`src/rtl/pe_seq_ctrl_pkg.sv`:
```
// Shared types and helpers for the PE sequencer: operating modes, FSM states,
// kernel-direction bit positions and the packing of an index-buffer word.
package pe_seq_ctrl_pkg;

  typedef enum logic [1:0] {
    MODE_FWD = 2'b00,
    MODE_BWD = 2'b01,
    MODE_GRD = 2'b10,
    MODE_ILL = 2'b11
  } mode_e;

  typedef enum logic [1:0] {
    ST_IDLE  = 2'b00,
    ST_RUN   = 2'b01,
    ST_DRAIN = 2'b10,
    ST_DONE  = 2'b11
  } state_e;

  // Kernel-direction bits inside kdir, matching the {top,bottom,left,right}
  // layout of pad_code so the two can be ANDed directly.
  localparam int KDIR_TOP    = 3;
  localparam int KDIR_BOTTOM = 2;
  localparam int KDIR_LEFT   = 1;
  localparam int KDIR_RIGHT  = 0;

  // Builds an index word {kdir, offset} for an offset field ba_w bits wide.
  function automatic logic [31:0] pack_idx_word(input logic [3:0] kdir,
                                                input logic [31:0] offset,
                                                input int ba_w);
    logic [31:0] mask;
    mask = (32'd1 << ba_w) - 32'd1;
    return ({28'd0, kdir} << ba_w) | (offset & mask);
  endfunction

  // Padding decision for one beat: any padded edge the kernel tap touches,
  // plus the bottom row when the last trip is cut short vertically.
  function automatic logic pad_hit(input logic [3:0] kdir,
                                   input logic [3:0] pad_code,
                                   input logic       cut_y,
                                   input logic       last_trip);
    return (|(kdir & pad_code)) | (cut_y & kdir[KDIR_BOTTOM] & last_trip);
  endfunction

endpackage

```
`src/rtl/pe_seq_ctrl_if.sv`:
```
// Job descriptor, job handshake and buffer-side signals of the PE sequencer.
// The master side is the sequencer; the slave side is the PE datapath/host.
interface pe_seq_ctrl_if #(
  parameter int IDX_DEPTH = 256,
  parameter int BUF_DEPTH = 256,
  parameter int TRIP_W    = 8
);
  localparam int IA_W = $clog2(IDX_DEPTH);
  localparam int BA_W = $clog2(BUF_DEPTH);

  // job control
  logic              start;
  logic              done;
  logic              busy;
  logic              err;
  logic [1:0]        mode;
  logic [IA_W-1:0]   idx_cnt;
  logic [TRIP_W-1:0] trip_cnt;
  logic              is_new;
  logic [3:0]        pad_code;
  logic              cut_y;

  // index buffer
  logic              idx_rd_en;
  logic [IA_W-1:0]   idx_rd_addr;
  logic [BA_W+3:0]   idx_rd_data;

  // operand and accumulate buffers
  logic              rd_valid;
  logic [BA_W-1:0]   dbuf_rd_addr;
  logic [BA_W-1:0]   pbuf_rd_addr;
  logic              pad_mask;
  logic              acc_clear;
  logic [BA_W-1:0]   abuf_rd_addr;
  logic              abuf_wr_en;
  logic [BA_W-1:0]   abuf_wr_addr;

  modport master (
    input  start, mode, idx_cnt, trip_cnt, is_new, pad_code, cut_y, idx_rd_data,
    output done, busy, err, idx_rd_en, idx_rd_addr, rd_valid, dbuf_rd_addr,
           pbuf_rd_addr, pad_mask, acc_clear, abuf_rd_addr, abuf_wr_en, abuf_wr_addr
  );

  modport slave (
    output start, mode, idx_cnt, trip_cnt, is_new, pad_code, cut_y, idx_rd_data,
    input  done, busy, err, idx_rd_en, idx_rd_addr, rd_valid, dbuf_rd_addr,
           pbuf_rd_addr, pad_mask, acc_clear, abuf_rd_addr, abuf_wr_en, abuf_wr_addr
  );

endinterface

```
`src/rtl/pe_seq_ctrl_delay.sv`:
```
// Fixed-depth shift register used to align accumulate-buffer writebacks with
// the MAC pipeline. Reset empties it so in-flight writebacks are dropped.
module pe_delay_line #(
  parameter int DEPTH = 3,
  parameter int WIDTH = 9
) (
  input  logic             clk,
  input  logic             rst,
  input  logic [WIDTH-1:0] din,
  output logic [WIDTH-1:0] dout
);

  logic [WIDTH-1:0] stage_q [DEPTH];
  logic [WIDTH-1:0] stage_d [DEPTH];

  // Next value of every stage: new entry at the head, everything moves one on.
  always_comb begin
    stage_d[0] = din;
    for (int k = 1; k < DEPTH; k++) begin
      stage_d[k] = stage_q[k-1];
    end
  end

  // Stage registers, cleared by the asynchronous active-low reset.
  always_ff @(posedge clk or negedge rst) begin
    if (!rst) begin
      for (int k = 0; k < DEPTH; k++) begin
        stage_q[k] <= '0;
      end
    end else begin
      for (int k = 0; k < DEPTH; k++) begin
        stage_q[k] <= stage_d[k];
      end
    end
  end

  assign dout = stage_q[DEPTH-1];

endmodule

```
`src/rtl/pe_seq_ctrl.sv`:
```
// PE sequencer: walks the sparse index buffer once per trip and turns each
// index into operand addresses, padding masks, accumulator clears and
// MAC-latency-aligned accumulate-buffer writebacks, then pulses done.
module pe_seq_ctrl
  import pe_seq_ctrl_pkg::*;
#(
  parameter int IDX_DEPTH   = 256,
  parameter int BUF_DEPTH   = 256,
  parameter int TRIP_W      = 8,
  parameter int MAC_LAT     = 3,
  parameter int TRIP_STRIDE = 16
) (
  input  logic          clk,
  input  logic          rst,
  pe_seq_ctrl_if.master bus
);

  localparam int IA_W = $clog2(IDX_DEPTH);
  localparam int BA_W = $clog2(BUF_DEPTH);
  localparam int DR_W = 4;
  localparam int WB_W = BA_W + 1;

  state_e            state_q,    state_d;
  logic [IA_W-1:0]   i_q,        i_d;
  logic [TRIP_W-1:0] t_q,        t_d;
  logic [DR_W-1:0]   drain_q,    drain_d;
  mode_e             mode_q,     mode_d;
  logic [IA_W-1:0]   idx_cnt_q,  idx_cnt_d;
  logic [TRIP_W-1:0] trip_cnt_q, trip_cnt_d;
  logic              is_new_q,   is_new_d;
  logic [3:0]        pad_code_q, pad_code_d;
  logic              cut_y_q,    cut_y_d;
  logic              err_q,      err_d;
  logic              beat_valid_q, beat_valid_d;
  logic [IA_W-1:0]   beat_i_q,   beat_i_d;
  logic [TRIP_W-1:0] beat_t_q,   beat_t_d;

  logic [BA_W-1:0] offset;
  logic [3:0]      kdir;
  logic [BA_W-1:0] beat_base;
  logic [BA_W-1:0] beat_i_ba;
  logic [BA_W-1:0] beat_t_ba;
  logic            first_idx, last_idx, first_trip, last_trip;

  logic [BA_W-1:0] dbuf_addr, pbuf_addr, abuf_rd;
  logic            pad, clr;
  logic [WB_W-1:0] wb_in, wb_out;

  // Job FSM and counters: descriptor capture, index/trip walk, pipeline drain.
  always_comb begin
    state_d      = state_q;
    i_d          = i_q;
    t_d          = t_q;
    drain_d      = drain_q;
    mode_d       = mode_q;
    idx_cnt_d    = idx_cnt_q;
    trip_cnt_d   = trip_cnt_q;
    is_new_d     = is_new_q;
    pad_code_d   = pad_code_q;
    cut_y_d      = cut_y_q;
    err_d        = 1'b0;
    beat_valid_d = 1'b0;
    beat_i_d     = i_q;
    beat_t_d     = t_q;
    case (state_q)
      ST_IDLE: begin
        if (bus.start) begin
          if (mode_e'(bus.mode) == MODE_ILL) begin
            err_d = 1'b1;
          end else begin
            state_d    = ST_RUN;
            mode_d     = mode_e'(bus.mode);
            idx_cnt_d  = bus.idx_cnt;
            trip_cnt_d = bus.trip_cnt;
            is_new_d   = bus.is_new;
            pad_code_d = bus.pad_code;
            cut_y_d    = bus.cut_y;
            i_d        = '0;
            t_d        = '0;
          end
        end
      end
      ST_RUN: begin
        beat_valid_d = 1'b1;
        if (i_q == idx_cnt_q) begin
          i_d = '0;
          if (t_q == trip_cnt_q) begin
            state_d = ST_DRAIN;
            drain_d = '0;
          end else begin
            t_d = t_q + TRIP_W'(1);
          end
        end else begin
          i_d = i_q + IA_W'(1);
        end
      end
      ST_DRAIN: begin
        if (drain_q == DR_W'(MAC_LAT)) begin
          state_d = ST_DONE;
        end else begin
          drain_d = drain_q + DR_W'(1);
        end
      end
      ST_DONE: begin
        state_d = ST_IDLE;
      end
      default: begin
        state_d = ST_IDLE;
      end
    endcase
  end

  // State, counter and descriptor registers.
  always_ff @(posedge clk or negedge rst) begin
    if (!rst) begin
      state_q      <= ST_IDLE;
      i_q          <= '0;
      t_q          <= '0;
      drain_q      <= '0;
      mode_q       <= MODE_FWD;
      idx_cnt_q    <= '0;
      trip_cnt_q   <= '0;
      is_new_q     <= 1'b0;
      pad_code_q   <= '0;
      cut_y_q      <= 1'b0;
      err_q        <= 1'b0;
      beat_valid_q <= 1'b0;
      beat_i_q     <= '0;
      beat_t_q     <= '0;
    end else begin
      state_q      <= state_d;
      i_q          <= i_d;
      t_q          <= t_d;
      drain_q      <= drain_d;
      mode_q       <= mode_d;
      idx_cnt_q    <= idx_cnt_d;
      trip_cnt_q   <= trip_cnt_d;
      is_new_q     <= is_new_d;
      pad_code_q   <= pad_code_d;
      cut_y_q      <= cut_y_d;
      err_q        <= err_d;
      beat_valid_q <= beat_valid_d;
      beat_i_q     <= beat_i_d;
      beat_t_q     <= beat_t_d;
    end
  end

  assign offset     = bus.idx_rd_data[BA_W-1:0];
  assign kdir       = bus.idx_rd_data[BA_W+3:BA_W];
  assign beat_base  = BA_W'(beat_t_q * TRIP_STRIDE);
  assign beat_i_ba  = BA_W'(beat_i_q);
  assign beat_t_ba  = BA_W'(beat_t_q);
  assign first_idx  = (beat_i_q == '0);
  assign last_idx   = (beat_i_q == idx_cnt_q);
  assign first_trip = (beat_t_q == '0);
  assign last_trip  = (beat_t_q == trip_cnt_q);

  // Beat decode: the index word returned this cycle becomes operand
  // addresses, padding and accumulation control; idle beats drive zeros.
  always_comb begin
    dbuf_addr = '0;
    pbuf_addr = '0;
    abuf_rd   = '0;
    pad       = 1'b0;
    clr       = 1'b0;
    wb_in     = '0;
    if (beat_valid_q) begin
      if (mode_q == MODE_BWD) begin
        dbuf_addr = beat_base + beat_i_ba;
        pbuf_addr = offset;
      end else begin
        dbuf_addr = beat_base + offset;
        pbuf_addr = beat_i_ba;
      end
      pad = pad_hit(kdir, pad_code_q, cut_y_q, last_trip);
      if (mode_q == MODE_GRD) begin
        clr     = is_new_q & first_trip;
        abuf_rd = beat_i_ba;
        wb_in   = {1'b1, beat_i_ba};
      end else begin
        clr = is_new_q & first_idx;
        if (!is_new_q && first_idx) begin
          abuf_rd = beat_t_ba;
        end
        wb_in = {last_idx, beat_t_ba};
      end
    end
  end

  pe_delay_line #(
    .DEPTH (MAC_LAT),
    .WIDTH (WB_W)
  ) u_wb_dly (
    .clk  (clk),
    .rst  (rst),
    .din  (wb_in),
    .dout (wb_out)
  );

  assign bus.busy         = (state_q == ST_RUN) || (state_q == ST_DRAIN);
  assign bus.done         = (state_q == ST_DONE) || err_q;
  assign bus.err          = err_q;
  assign bus.idx_rd_en    = (state_q == ST_RUN);
  assign bus.idx_rd_addr  = (state_q == ST_RUN) ? i_q : '0;
  assign bus.rd_valid     = beat_valid_q;
  assign bus.dbuf_rd_addr = dbuf_addr;
  assign bus.pbuf_rd_addr = pbuf_addr;
  assign bus.pad_mask     = pad;
  assign bus.acc_clear    = clr;
  assign bus.abuf_rd_addr = abuf_rd;
  assign bus.abuf_wr_en   = wb_out[BA_W];
  assign bus.abuf_wr_addr = wb_out[BA_W] ? wb_out[BA_W-1:0] : '0;

endmodule

```
`src/flat_wrapper.sv`:
```
// flat-port wrapper written by rule: the top's interface ports become plain ports
module pe_seq_ctrl_flat import pe_seq_ctrl_pkg::*;
#(
  parameter int IDX_DEPTH   = 256,
  parameter int BUF_DEPTH   = 256,
  parameter int TRIP_W      = 8,
  parameter int MAC_LAT     = 3,
  parameter int TRIP_STRIDE = 16
)
  (clk, rst, bus_start, bus_mode, bus_idx_cnt, bus_trip_cnt, bus_is_new, bus_pad_code, bus_cut_y, bus_idx_rd_data, bus_done, bus_busy, bus_err, bus_idx_rd_en, bus_idx_rd_addr, bus_rd_valid, bus_dbuf_rd_addr, bus_pbuf_rd_addr, bus_pad_mask, bus_acc_clear, bus_abuf_rd_addr, bus_abuf_wr_en, bus_abuf_wr_addr);
  pe_seq_ctrl_if #(.IDX_DEPTH(IDX_DEPTH), .BUF_DEPTH(BUF_DEPTH), .TRIP_W(TRIP_W)) bus_i ();
  input  logic clk;
  input  logic rst;
  input wire logic [$bits(bus_i.start)-1:0] bus_start;
  input wire logic [$bits(bus_i.mode)-1:0] bus_mode;
  input wire logic [$bits(bus_i.idx_cnt)-1:0] bus_idx_cnt;
  input wire logic [$bits(bus_i.trip_cnt)-1:0] bus_trip_cnt;
  input wire logic [$bits(bus_i.is_new)-1:0] bus_is_new;
  input wire logic [$bits(bus_i.pad_code)-1:0] bus_pad_code;
  input wire logic [$bits(bus_i.cut_y)-1:0] bus_cut_y;
  input wire logic [$bits(bus_i.idx_rd_data)-1:0] bus_idx_rd_data;
  output wire logic [$bits(bus_i.done)-1:0] bus_done;
  output wire logic [$bits(bus_i.busy)-1:0] bus_busy;
  output wire logic [$bits(bus_i.err)-1:0] bus_err;
  output wire logic [$bits(bus_i.idx_rd_en)-1:0] bus_idx_rd_en;
  output wire logic [$bits(bus_i.idx_rd_addr)-1:0] bus_idx_rd_addr;
  output wire logic [$bits(bus_i.rd_valid)-1:0] bus_rd_valid;
  output wire logic [$bits(bus_i.dbuf_rd_addr)-1:0] bus_dbuf_rd_addr;
  output wire logic [$bits(bus_i.pbuf_rd_addr)-1:0] bus_pbuf_rd_addr;
  output wire logic [$bits(bus_i.pad_mask)-1:0] bus_pad_mask;
  output wire logic [$bits(bus_i.acc_clear)-1:0] bus_acc_clear;
  output wire logic [$bits(bus_i.abuf_rd_addr)-1:0] bus_abuf_rd_addr;
  output wire logic [$bits(bus_i.abuf_wr_en)-1:0] bus_abuf_wr_en;
  output wire logic [$bits(bus_i.abuf_wr_addr)-1:0] bus_abuf_wr_addr;
  assign bus_i.start = bus_start;
  assign bus_i.mode = bus_mode;
  assign bus_i.idx_cnt = bus_idx_cnt;
  assign bus_i.trip_cnt = bus_trip_cnt;
  assign bus_i.is_new = bus_is_new;
  assign bus_i.pad_code = bus_pad_code;
  assign bus_i.cut_y = bus_cut_y;
  assign bus_i.idx_rd_data = bus_idx_rd_data;
  assign bus_done = bus_i.done;
  assign bus_busy = bus_i.busy;
  assign bus_err = bus_i.err;
  assign bus_idx_rd_en = bus_i.idx_rd_en;
  assign bus_idx_rd_addr = bus_i.idx_rd_addr;
  assign bus_rd_valid = bus_i.rd_valid;
  assign bus_dbuf_rd_addr = bus_i.dbuf_rd_addr;
  assign bus_pbuf_rd_addr = bus_i.pbuf_rd_addr;
  assign bus_pad_mask = bus_i.pad_mask;
  assign bus_acc_clear = bus_i.acc_clear;
  assign bus_abuf_rd_addr = bus_i.abuf_rd_addr;
  assign bus_abuf_wr_en = bus_i.abuf_wr_en;
  assign bus_abuf_wr_addr = bus_i.abuf_wr_addr;
  pe_seq_ctrl #(.IDX_DEPTH(IDX_DEPTH), .BUF_DEPTH(BUF_DEPTH), .TRIP_W(TRIP_W), .MAC_LAT(MAC_LAT), .TRIP_STRIDE(TRIP_STRIDE)) u_core (.clk(clk), .rst(rst), .bus(bus_i));
endmodule
```
`config.mk`:
```
export PLATFORM = sky130hd
export DESIGN_NAME = pe_seq_ctrl_flat
export DESIGN_NICKNAME = d
export VERILOG_FILES = /design/src/rtl/pe_seq_ctrl_pkg.sv /design/src/rtl/pe_seq_ctrl_if.sv /design/src/rtl/pe_seq_ctrl_delay.sv /design/src/rtl/pe_seq_ctrl.sv /design/src/flat_wrapper.sv
export SDC_FILE = /design/constraint.sdc
export NUM_CORES = 1
export LEC_CHECK = 0
export ABC_AREA = 1
export CAP_MARGIN = 20
export CORE_MARGIN = 1.5
export CORE_UTILIZATION = 55
export DETAILED_ROUTE_END_ITERATION = 7
export GPL_TIMING_DRIVEN = 0
export PLACE_DENSITY = 0.91
export SLEW_MARGIN = 20
export SYNTH_ARGS = -nofsm -noshare
export SYNTH_HDL_FRONTEND = slang
export SYNTH_SLANG_ARGS = --single-unit
```
`constraint.sdc`:
```
create_clock -name clk -period 4 [get_ports clk]
set_clock_uncertainty 0.05 [all_clocks]
set_input_delay 0.4 -clock clk [delete_from_list [all_inputs] [get_ports clk]]
set_output_delay 0.4 -clock clk [all_outputs]
set_load 0.02 [all_outputs]
```
==> results of run 1 <==
==> layout by cell type (no fill, tap or decap), types with 8 or more instances in the layout <==
master and instances:
nand2_1 130, dfrtp_1 91, clkdlybuf4s50_1 85, inv_1 65, nor2_1 56, a21oi_1 37, o21ai_0 28, nand4_1 20
xnor2_1 15, nand3_1 15, mux2_2 14, ha_1 10, clkbuf_8 10, a21boi_0 8
==> power by group through the flow <==
| stage | sequential [uW] | clock [uW] | combinational (uW) |
|---|---|---|---|
| 3_5_place_dp | 1400 | 0 | 1610 |
| 2_1_floorplan | 1350 | 0 | 1090 |
| 3_3_place_gp | 1380 | 0 | 1540 |
| 5_1_grt | 1420 | 637 | 1810 |
| 6_report | 1390 | 610 | 1630 |
| 4_1_cts | 1380 | 607 | 1620 |
==> sequential cells by signal, summed over array words and instances (netlist names), 8 cells and up <==
register and flops:
u_core.beat_i_d 8, u_core.beat_t_ba 8, u_core.idx_cnt_q 8, u_core.beat_i_ba 8, u_core.beat_t_d 8, u_core.trip_cnt_q 8
u_core.u_wb_dly.dout 9, u_core.u_wb_dly.stage_d 18
==> per-stage QoR <==
stage,util,power (uW),hold WS [ns]
2_1_floorplan,-,2432,0.05441
3_3_place_gp,0.6864,2924,0.2833
3_5_place_dp,0.6894,3009,0.2847
4_1_cts,0.7117,3614,0.008390
5_1_grt,0.7117,3870,0.04638
6_report,0.7117,3633,-0.02307
==> per-layer routing <==
layer	vias up	track usage	share of wire
met5	-	0	0
met4	0	0.1007	0.019
met3	24	0.03865	0.054
met2	151	0.4850	0.52
met1	1918	0.3348	0.41
li1	1931	-	-
==> worst paths after layout <==
check	start	end	slack [ns]	depth (start not counted)
min in group clk	u_core.u_wb_dly.stage_d[4]	u_core.u_wb_dly.dout[4]	0.30	0
max in group asynchronous	rst	u_core.state_q[0]	3.31	2
worst max-delay path	u_core.mode_q[0]	bus_dbuf_rd_addr[6]	0.41	10
worst max register to register	u_core.state_q[0]	u_core.beat_i_d[3]	2.05	8
worst min register to register	u_core.u_wb_dly.stage_d[4]	u_core.u_wb_dly.dout[4]	0.30	0
worst min-delay path	rst	u_core.u_wb_dly.dout[4]	-0.02	1
==> synth_stat cells (2+ instances only) <==
cell / instances / area [um^2]
a21boi_0: 8 / 60.06
a21oi_1: 37 / 185.2
buf_2: 7 / 35.03
buf_4: 3 / 22.52
clkbuf_1: 5 / 18.77
dfrtp_1: 91 / 2277
ha_1: 10 / 125.1
inv_1: 65 / 244.0
inv_2: 3 / 11.26
mux2_2: 14 / 157.7
nand2_1: 130 / 488.0
nand2_2: 2 / 12.51
nand3_1: 15 / 75.07
nand3_2: 4 / 40.04
nand4_1: 20 / 125.1
nor2_1: 56 / 210.2
nor2_2: 3 / 18.77
nor3_1: 4 / 20.02
nor3b_1: 2 / 15.01
o21ai_0: 28 / 140.1
o21ai_1: 3 / 15.01
o22ai_1: 3 / 18.77
or2_2: 3 / 18.77
xnor2_1: 15 / 131.4
xor2_1: 4 / 35.03
==> layout make-up <==
type | count | area, um^2 | area share
multi-input cells | 368 | 1978 | 0.3417
flip-flops and latches | 91 | 2277 | 0.3933
clock inverters | 3 | 40.04 | 0.006916
repair buffers | 87 | 885.9 | 0.1530
clock buffers | 11 | 141.4 | 0.02442
plain buffers | 16 | 80.08 | 0.01383
inverters | 68 | 255.2 | 0.04409
well taps | 105 | 131.4 | 0.02269
==> worst max-delay path: cells and delay by family (launching register included) <==
family / cells / cell delay [ns]
adder cells (fa/ha/maj): 2 / 0.62
AO/OA/AOI/OAI: 1 / 0.13
AND/OR/NAND/NOR: 3 / 0.42
XOR/XNOR: 1 / 0.17
buffers and inverters: 3 / 1.03
flip-flops: 1 / 0.43
==> logic make-up (layout without fill, tap and decap cells) <==
kind of cell,Yosys count,after routing,share of synthesized area
AND/OR/NAND/NOR,242,242,0.2306
flip-flops,91,91,0.4960
adder cells (fa/ha/maj),11,11,0.03162
multiplexers,14,14,0.03434
AO/OA/AOI/OAI,82,82,0.09812
buffers and inverters,84,185,0.07304
XOR/XNOR,19,19,0.03625
==> summary.md, run 1 <==
| Metric | Value |
|---|---|
| Outcome | `complete, but fails checks` |
| Violated checks | `hold timing` |
| Port-buffer cells | `86` |
| Crit share post-route | `0.8967` |
| Post-Syn Instances | `543` |
| Max Root-Sink Buffers | `2` |
| # DRC | `0` |
| Post-CTS sizing | `0` |
| Number of synthesized flops with an enable pin | `0` |
| Hold Fails Final Rpt | `43` |
| First-pass GRT wire length | `18,710 um` |
| Post-synth ARST share | `1.000` |
| Post-synthesis sequential area ratio | `0.4960` |
| CP max stage delay | `0.63 ns` |
| WL/cell | `15.04 um` |
| Gp weighted congestion | `0.9035` |
| Non-Filler Instances | `749` |
| Pre-CTS WS | `0.8250 ns` |
| Switch Pwr | `1503 uW` |
| #FFs+latches synth | `91` |
| Minimum clock period | `3.587 ns` |
| Worst slew margin | `0.6334` |
| Root Buffer | `clkbuf_8` |
| Warnings, synthesis | `0` |
| Clk slew on worst S/H paths | `0.08 ns` |
| Worst Path Required | `3.55 ns` |
| Setup TNS | `0 ns` |
| Total track usage | `0.2720` |
| Slack of the critical path | `0.4134 ns` |
| Arr. time, crit path | `3.14 ns` |
| Mapped cell area | `4591 um^2` |
| Cell mode on critical path | `nand2_1` |
| Post-Place Cell Area | `5608 um^2` |
| Primary FF master, synth | `dfrtp_1` |
| Die Span Y | `94.36 um` |
| Routed vias/inst | `5.372` |
| Layout cells sized above 1 | `0.08851` |
| Logic pwr share | `0.450` |
| Inst Count DP | `735` |
| Fillers | `571` |
| Io pins | `87` |
| Pwr/cell area | `627.5 nW/um^2` |
| Seq pwr share | `0.382` |
| Hold Path Class | `input pin to asynchronous set/reset pin` |
| Syn Area/Cell | `8.454 um^2` |
| CP endpoint kind | `output port` |
| Clock group share of total power | `0.168` |
| Int Power | `2130 uW` |
| Max stage delay cell, worst path | `clkdlybuf4s50_1` |
| # rows | `33` |
| Final setup viols | `0` |
| Inserted Diodes | `0` |
| Layout Area Growth over Synthesis | `26.11%` |
| Critical-path cell list | `nand2_1 > clkbuf_1 > nand2_1 > o21ai_0 > ha_1 > inv_1 > fa_1 > xor2_1 > nor2_1 > clkdlybuf4s50_1` |
| Floorplan Core Area | `8134 um^2` |
| Number of max-cap violations | `0` |
| Final Instance Area | `5789 um^2` |
| Number of buffers created by CTS | `9` |
| CTS sink count | `91` |
| Skew-Pair Late Insertion Delay | `0.36 ns` |
| Max rail drop VDD | `465.6 uV` |
| Overflow after GRT | `0` |
| RSZ-0062 raised after global routing | `no` |
| Leak | `0.002801 uW` |
| Vias | `4,024` |
| Detailed Routing Iterations Pass 1 | `7` |
| Starting DRT DRC Count | `211` |
| Buffer count from post-CTS setup fixing | `0` |
| DIE AREA | `8904 um^2` |
| Final WL | `11,270 um` |
| Post-DRT Antenna Nets | `0` |
| Worst-margin pin slew | `0.5499 ns` |
| Number of global-route vias before repair | `4,016` |
| CTS Hold Buffers Added | `0` |
| Die X | `94.36 um` |
| Syn nets | `593` |
| Detailed Place HPWL | `8602 um` |
| Final hold slack | `-0.02307 ns` |
| Initial antenna violation count | `0` |
| H-tree levels | `3` |
| Max Clk Rate | `278.8 MHz` |
| Max Slew Vio Count | `0` |
| Largest net degree at the start of global routing | `49` |
| TritonCTS clock tree | `done` |
| Distinct cells, synth | `33` |
| Switching Share | `0.4138` |
| Starting Density | `0.5644` |
| Critical path type | `register to output port` |
| Nets@finish | `691` |
| Worst Setup Start Kind | `register` |
| Crit Path Max Fanout | `10` |
No activity file was read; power rests on OpenSTA's default activity.
==> run 2, diff against run 1 <==
--- a/config.mk
+++ b/config.mk
@@ -9,9 +9,11 @@
 export CAP_MARGIN = 20
 export CORE_MARGIN = 1.5
 export CORE_UTILIZATION = 55
+export CTS_BUF_LIST = sky130_fd_sc_hd__clkbuf_4
 export DETAILED_ROUTE_END_ITERATION = 7
 export GPL_TIMING_DRIVEN = 0
 export PLACE_DENSITY = 0.91
+export SKIP_CTS_REPAIR_TIMING = 1
 export SLEW_MARGIN = 20
 export SYNTH_ARGS = -nofsm -noshare
 export SYNTH_HDL_FRONTEND = slang
==> run 2 against run 1 <==
Effect of this change: highest routed layer unchanged; first-iteration DRC count is 7.6% lower; sequential power about the same; register-to-register slack got worse by 0.02 ns; fmax down 2.3%; wire length is 0.28% higher; flip-flop and latch count unchanged; cell count grew 0.13%; global-route usage grew 0.25 points; critical path type unchanged; utilization is 0.65 points lower; clock power shrank 20%; the flow now finishes without violations; via count up 0.37%.
==> summary.md, run 2 (same netlist as run 1, synthesis figures left out) <==
| Metric | Value |
|---|---|
| H-tree levels | `3 (unchanged)` |
| Fillers | `581 (+1.8%)` |
| Max stage delay cell, worst path | `clkdlybuf4s50_1` |
| Commonest non-fill, non-tap cells in the layout | `nand2_1 (130), dfrtp_1 (91), clkdlybuf4s50_1 (85), inv_1 (65), nor2_1 (56)` |
| Initial antenna violation count | `0 (unchanged)` |
| Skew-Pair Late Insertion Delay | `0.43 ns (+0.07 ns)` |
| Int Power | `2018 uW (-5.2%)` |
| Pre-CTS WS | `0.8250 ns (unchanged)` |
| Detailed Routing Iterations Pass 1 | `6 (-1)` |
| Overflow after GRT | `0 (unchanged)` |
| Switch Pwr | `1488 uW (-1.0%)` |
| Gp weighted congestion | `0.9035 (unchanged)` |
| Most common cell after layout, fill and taps aside | `nand2_1` |
| CTS sink count | `91 (unchanged)` |
| Hold Path Class | `register to register` |
| Max rail drop VDD | `465.3 uV (about the same)` |
| Met1 WL | `4630 um (+1.4%)` |
| Layout Area Growth over Synthesis | `24.97%` |
| Hold Fails Final Rpt | `0 (-100%)` |
| Setup TNS | `0 ns (unchanged)` |
| Crit share post-route | `0.9175 (+0.02085)` |
| Worst-margin pin slew | `0.5601 ns (+0.01027 ns)` |
| Inserted Diodes | `0 (unchanged)` |
| # rows | `33 (unchanged)` |
| First-pass GRT wire length | `18,830 um (+0.63%)` |
| RSZ-0062 raised after global routing | `no` |
| Inst Count DP | `735 (unchanged)` |
| Final WL | `11,300 um (+0.28%)` |
| Seq pwr share | `0.395 (+0.013)` |
| Worst slew margin | `0.6266 (-0.006845)` |
| R2r worst-path depth | `8 (unchanged)` |
| Critical-path cell list | `nand2_1 > clkbuf_1 > nand2_1 > o21ai_0 > ha_1 > inv_1 > fa_1 > xor2_1 > nor2_1 > clkdlybuf4s50_1` |
| Crit Path Max Fanout | `10 (unchanged)` |
| Leak | `0.002779 uW (-0.76%)` |
| Root Buffer | `clkbuf_4` |
| Starting Density | `0.5644 (unchanged)` |
| CP endpoint kind | `output port` |
| Clk slew on worst S/H paths | `0.13 ns (+0.05 ns)` |
| Max reg flops | `18 (unchanged)` |
| Critical path type | `register to output port` |
| Non-Filler Instances | `750 (+0.13%)` |
| Die X | `94.36 um (unchanged)` |
| Max Root-Sink Buffers | `2 (unchanged)` |
| TritonCTS clock tree | `done` |
| Pwr/cell area | `611.2 nW/um^2 (-2.6%)` |
| Final setup viols | `0 (unchanged)` |
| Final hold slack | `0.3100 ns (+0.3331 ns)` |
| Logic pwr share | `0.466 (+0.016)` |
| Floorplan Core Area | `8134 um^2 (unchanged)` |
| # DRC | `0 (unchanged)` |
| Largest net degree at the start of global routing | `49 (unchanged)` |
| WHS Path Cells | `0` |
| Number of buffers created by CTS | `9 (unchanged)` |
| Slack of the critical path | `0.3300 ns (-0.08340 ns)` |
| Crit path max-delay family | `buffers and inverters` |
| Io pins | `87 (unchanged)` |
| Max Clk Rate | `272.5 MHz (-2.3%)` |
| Vias | `4,039 (+0.37%)` |
| WL/cell | `15.06 um (+0.14%)` |
| Worst Path Required | `3.55 ns (about the same)` |
| Post-Place Cell Area | `5608 um^2 (unchanged)` |
| Post-DRT Antenna Nets | `0 (unchanged)` |
| Starting DRT DRC Count | `195 (-7.6%)` |
| Wire length on met2 | `5803 um (-1.2%)` |
| Layout cells sized above 1 | `0.08837 (-0.0001372)` |
| Nets@finish | `692 (+0.14%)` |
| Outcome | `completed` |
| Detailed Place HPWL | `8602 um (unchanged)` |
| WP buf/inv | `3 (unchanged)` |
| Total track usage | `0.2744 (+0.002479)` |
| Final Instance Area | `5737 um^2 (-0.91%)` |
| Routed vias/inst | `5.385 (+0.24%)` |
| DIE AREA | `8904 um^2 (unchanged)` |
| Cell mode on critical path | `nand2_1` |
| Top routing layer in use | `met4` |
| Minimum clock period | `3.670 ns (+0.08340 ns)` |
| Number of max-cap violations | `0 (unchanged)` |
| CP max stage delay | `0.63 ns (about the same)` |
| Max Slew Vio Count | `0 (unchanged)` |
| Met3 WL | `597 um (-2.8%)` |
| Switching Share | `0.4244 (+0.01061)` |
| Port-buffer cells | `86 (unchanged)` |
| Worst Setup Start Kind | `register` |
| Number of global-route vias before repair | `3,974 (-1.0%)` |
| Die Span Y | `94.36 um (unchanged)` |
| Arr. time, crit path | `3.22 ns (+0.08 ns)` |
| Clock group share of total power | `0.138 (-0.030)` |
| CP Depth | `10 (unchanged)` |
-- run 2: cell types whose count changed in the layout (fill, tap and decap cells not counted) --
cell / before / now
dlygate4sd3_1: 0 / 1
clkbuf_8: 10 / 0
clkbuf_4: 0 / 10
clkinv_1: 0 / 1
clkbuf_1: 6 / 5
-- run 2: final timing paths --
| check | from | end | slack, ns |
|---|---|---|---|
| setup reg to reg | u_core.state_q[0] | u_core.beat_i_d[3] | 2.03 |
| hold reg to reg | u_core.u_wb_dly.stage_d[2] | u_core.u_wb_dly.dout[2] | 0.31 |
| hold / removal | u_core.u_wb_dly.stage_d[2] | u_core.u_wb_dly.dout[2] | 0.31 |
| max in group asynchronous | rst | u_core.state_q[1] | 2.84 |
| setup / recovery | u_core.mode_q[0] | bus_dbuf_rd_addr[6] | 0.33 |
| min in group asynchronous | rst | u_core.u_wb_dly.dout[4] | 0.44 |
-- run 2: worst register-to-register path, stage by stage (launching register included) --
cell     delay (ns)
dfrtp_1        0.45
inv_1          0.11
ha_1           0.27
nand3_2        0.30
o21ai_4        0.24
inv_2          0.10
nor2_1         0.13
xor2_1         0.17
nor2_1         0.05
-- run 2: final cells by class --
| type | count | area (um^2) | share of cell area |
|---|---|---|---|
| sequential | 91 | 2277 | 0.3969 |
| multi-input combinational | 368 | 1978 | 0.3448 |
| timing repair buffer | 88 | 895.9 | 0.1562 |
| inverter | 68 | 255.2 | 0.04449 |
| tap | 105 | 131.4 | 0.02290 |
| buffer | 16 | 80.08 | 0.01396 |
| clock buffer | 10 | 75.07 | 0.01309 |
| clock inverter | 4 | 43.79 | 0.007634 |
-- run 2: per-layer routing --
metal	track usage	vias up
met5	0	-
li1	-	1936
met1	0.3403	1925
met3	0.03945	29
met2	0.4856	149
met4	0.1032	0
-- run 2: power by group through the flow --
stage                     Sequential (uW)  Clock [uW]  Combinational, uW
after floorplan                      1350           0               1090
after global placement               1380           0               1540
after detailed placement             1400           0               1610
after CTS                            1380         489               1620
after global routing                 1420         525               1810
final                                1390         485               1640
-- run 2: per-stage QoR --
stage / power (uW) / util
CTS: 3491 / 0.7040
finish: 3506 / 0.7053
global route: 3754 / 0.7053
floorplan: 2432 / -
global placement: 2924 / 0.6864
detailed placement: 3009 / 0.6894
==> run 3, diff against run 2 <==
--- a/config.mk
+++ b/config.mk
@@ -8,11 +8,11 @@
 export ABC_AREA = 1
 export CAP_MARGIN = 20
 export CORE_MARGIN = 1.5
-export CORE_UTILIZATION = 55
+export CORE_UTILIZATION = 58
 export CTS_BUF_LIST = sky130_fd_sc_hd__clkbuf_4
 export DETAILED_ROUTE_END_ITERATION = 7
 export GPL_TIMING_DRIVEN = 0
-export PLACE_DENSITY = 0.91
+export PLACE_DENSITY = 0.95
 export SKIP_CTS_REPAIR_TIMING = 1
 export SLEW_MARGIN = 20
 export SYNTH_ARGS = -nofsm -noshare
==> run 3 against run 2 <==
Effect of this change: combinational power about the same; global-route usage up 1.3 points; hold slack gained 0.0038 ns; power up 2.9%; count of clock-buffer cells in the layout is 1 higher; flip-flop and latch count is the same; setup slack better by 0.039 ns; register-to-register slack worse by 0.04 ns.
==> summary.md, run 3 (same netlist as run 1, synthesis figures left out) <==
| Metric | Value |
|---|---|
| Layout cells sized above 1 | `0.09119 (+0.002818)` |
| Leak | `0.002795 uW (+0.56%)` |
| Worst Path Required | `3.55 ns (about the same)` |
| Max rail drop VDD | `531.9 uV (+14%)` |
| # rows | `32 (-3.0%)` |
| Pwr Total | `3609 uW (+2.9%)` |
| WL/cell | `15.44 um (+2.5%)` |
| RSZ-0062 raised after global routing | `no` |
| CTS sink count | `91 (unchanged)` |
| CP endpoint kind | `output port` |
| Final setup viols | `0 (unchanged)` |
| Worst-margin pin slew | `0.5783 ns (+0.01816 ns)` |
| Inserted Diodes | `0 (unchanged)` |
| Hold Fails Final Rpt | `0 (unchanged)` |
| Most common cell after layout, fill and taps aside | `nand2_1` |
| Overflow after GRT | `0 (unchanged)` |
| Storage element area | `2277 um^2 (unchanged)` |
| Int Power | `2096 uW (+3.9%)` |
| Starting Density | `0.5972 (+0.03279)` |
| Switch Pwr | `1513 uW (+1.7%)` |
| Post-DRT Antenna Nets | `0 (unchanged)` |
| WHS Path Cells | `0 (unchanged)` |
| Number of max-cap violations | `0 (unchanged)` |
| R2r worst-path depth | `9 (+1)` |
| Multi-input combinational cell area | `1978 um^2 (unchanged)` |
| Die Span Y | `91.97 um (-2.5%)` |
| Floorplan Core Area | `7687 um^2 (-5.5%)` |
| Arr. time, crit path | `3.18 ns (-0.04 ns)` |
| Hold Path Class | `register to register` |
| Switching Share | `0.4192 (-0.005181)` |
| Post-Place Cell Area | `5597 um^2 (-0.20%)` |
| Crit share post-route | `0.9077 (-0.009833)` |
| Port-buffer cells | `86 (unchanged)` |
| Final WL | `11,570 um (+2.4%)` |
| Initial antenna violation count | `0 (unchanged)` |
| Worst R2R Start | `u_core.state_q[1]` |
| Max Slew Vio Count | `0 (unchanged)` |
| Worst slew margin | `0.6145 (-0.01210)` |
| Gp weighted congestion | `0.9182 (+1.6%)` |
| H-tree levels | `3 (unchanged)` |
| Commonest non-fill, non-tap cells in the layout | `nand2_1 (130), dfrtp_1 (91), clkdlybuf4s50_1 (85), inv_1 (65), nor2_1 (56)` |
| Largest net degree at the start of global routing | `48 (-2.0%)` |
| Critical path startpoint | `u_core.mode_q[0]` |
| Skew-Pair Late Insertion Delay | `0.44 ns (about the same)` |
| Seq pwr share | `0.385 (-0.010)` |
| Fillers | `533 (-8.3%)` |
| Total track usage | `0.2878 (+0.01337)` |
| Nets@finish | `692 (unchanged)` |
| Critical path type | `register to output port` |
| Starting DRT DRC Count | `267 (+37%)` |
| Hold Startpoint | `u_core.u_wb_dly.stage_d[12]` |
| Die X | `91.97 um (-2.5%)` |
| Max Root-Sink Buffers | `2 (unchanged)` |
| Root Buffer | `clkbuf_4` |
| Final Instance Area | `5767 um^2 (+0.52%)` |
| Vias | `4,163 (+3.1%)` |
| Crit Path Max Fanout | `10 (unchanged)` |
| Worst Setup Start Kind | `register` |
| Detailed Routing Iterations Pass 1 | `5 (-1)` |
| Pwr/cell area | `625.9 nW/um^2 (+2.4%)` |
| Logic pwr share | `0.457 (-0.009)` |
| Number of buffers created by CTS | `9 (unchanged)` |
| Minimum clock period | `3.631 ns (-0.03933 ns)` |
| Layout Area Growth over Synthesis | `25.62%` |
| First-pass GRT wire length | `18,800 um (-0.19%)` |
| Routed vias/inst | `5.558 (+3.2%)` |
| # DRC | `0 (unchanged)` |
| Clk slew on worst S/H paths | `0.12 ns (about the same)` |
| DIE AREA | `8458 um^2 (-5.0%)` |
| Clock group share of total power | `0.158 (+0.020)` |
| Detailed Place HPWL | `8743 um (+1.6%)` |
| Number of global-route vias before repair | `4,023 (+1.2%)` |
| TritonCTS clock tree | `done` |
| Outcome | `completed` |
| Max reg flops | `18 (unchanged)` |
| Io pins | `87 (unchanged)` |
| Max Clk Rate | `275.4 MHz (+1.1%)` |
-- run 3: layout make-up --
| cell class | instances | area share |
|---|---|---|
| multi-input cells | 368 | 0.3430 |
| clock buffers | 11 | 0.01432 |
| flip-flops and latches | 91 | 0.3949 |
| clock inverters | 5 | 0.01345 |
| inverters | 68 | 0.04426 |
| well taps | 102 | 0.02213 |
| repair buffers | 88 | 0.1540 |
| plain buffers | 16 | 0.01389 |
-- run 3: final timing paths --
check	to	slack, ns
min in group asynchronous	u_core.beat_i_d[4]	0.42
worst min register to register	u_core.u_wb_dly.stage_d[3]	0.31
worst max-delay path	bus_dbuf_rd_addr[6]	0.37
max in group asynchronous	u_core.u_wb_dly.dout[6]	2.83
worst min-delay path	u_core.u_wb_dly.stage_d[3]	0.31
worst max register to register	u_core.beat_i_d[7]	1.99
-- run 3: worst max-delay path, stage by stage, from the launching register on --
cell and delay (ns):
dfrtp_1 0.42, nand2_1 0.21, clkbuf_1 0.35, nand2_1 0.08
o21ai_0 0.09, ha_1 0.26, inv_1 0.07, fa_1 0.37
xor2_1 0.17, nor2_1 0.10, clkdlybuf4s50_1 0.62
-- run 3: per-layer routing --
layer / vias up / share of wire / global-route usage
met4: 0 / 0.027 / 0.1231
met1: 1987 / 0.40 / 0.3520
met5: - / 0 / 0
met3: 32 / 0.065 / 0.05887
met2: 195 / 0.51 / 0.4932
li1: 1949 / - / -
-- run 3: stage by stage --
step | setup WS, ns | util | setup TNS [ns] | instances | hold WS [ns]
6_report | 0.3693 | 0.7502 | 0 | 749 | 0.3139
3_5_place_dp | 0.8438 | 0.7280 | 0 | 732 | 0.2847
4_1_cts | 0.3662 | 0.7489 | 0 | 748 | -0.1106
5_1_grt | 0.1073 | 0.7502 | 0 | 749 | 0.3216
2_1_floorplan | 1.580 | - | 0 | 543 | 0.05441
3_3_place_gp | -0.6434 | 0.7257 | -58.05 | 731 | 0.2827
-- run 3: power groups by stage --
stage / Clock (uW) / Sequential, uW / Combinational, uW
final: 568 / 1390 / 1650
after CTS: 575 / 1380 / 1640
after global routing: 615 / 1420 / 1810
after global placement: 0 / 1380 / 1540
after floorplan: 0 / 1350 / 1090
after detailed placement: 0 / 1400 / 1620
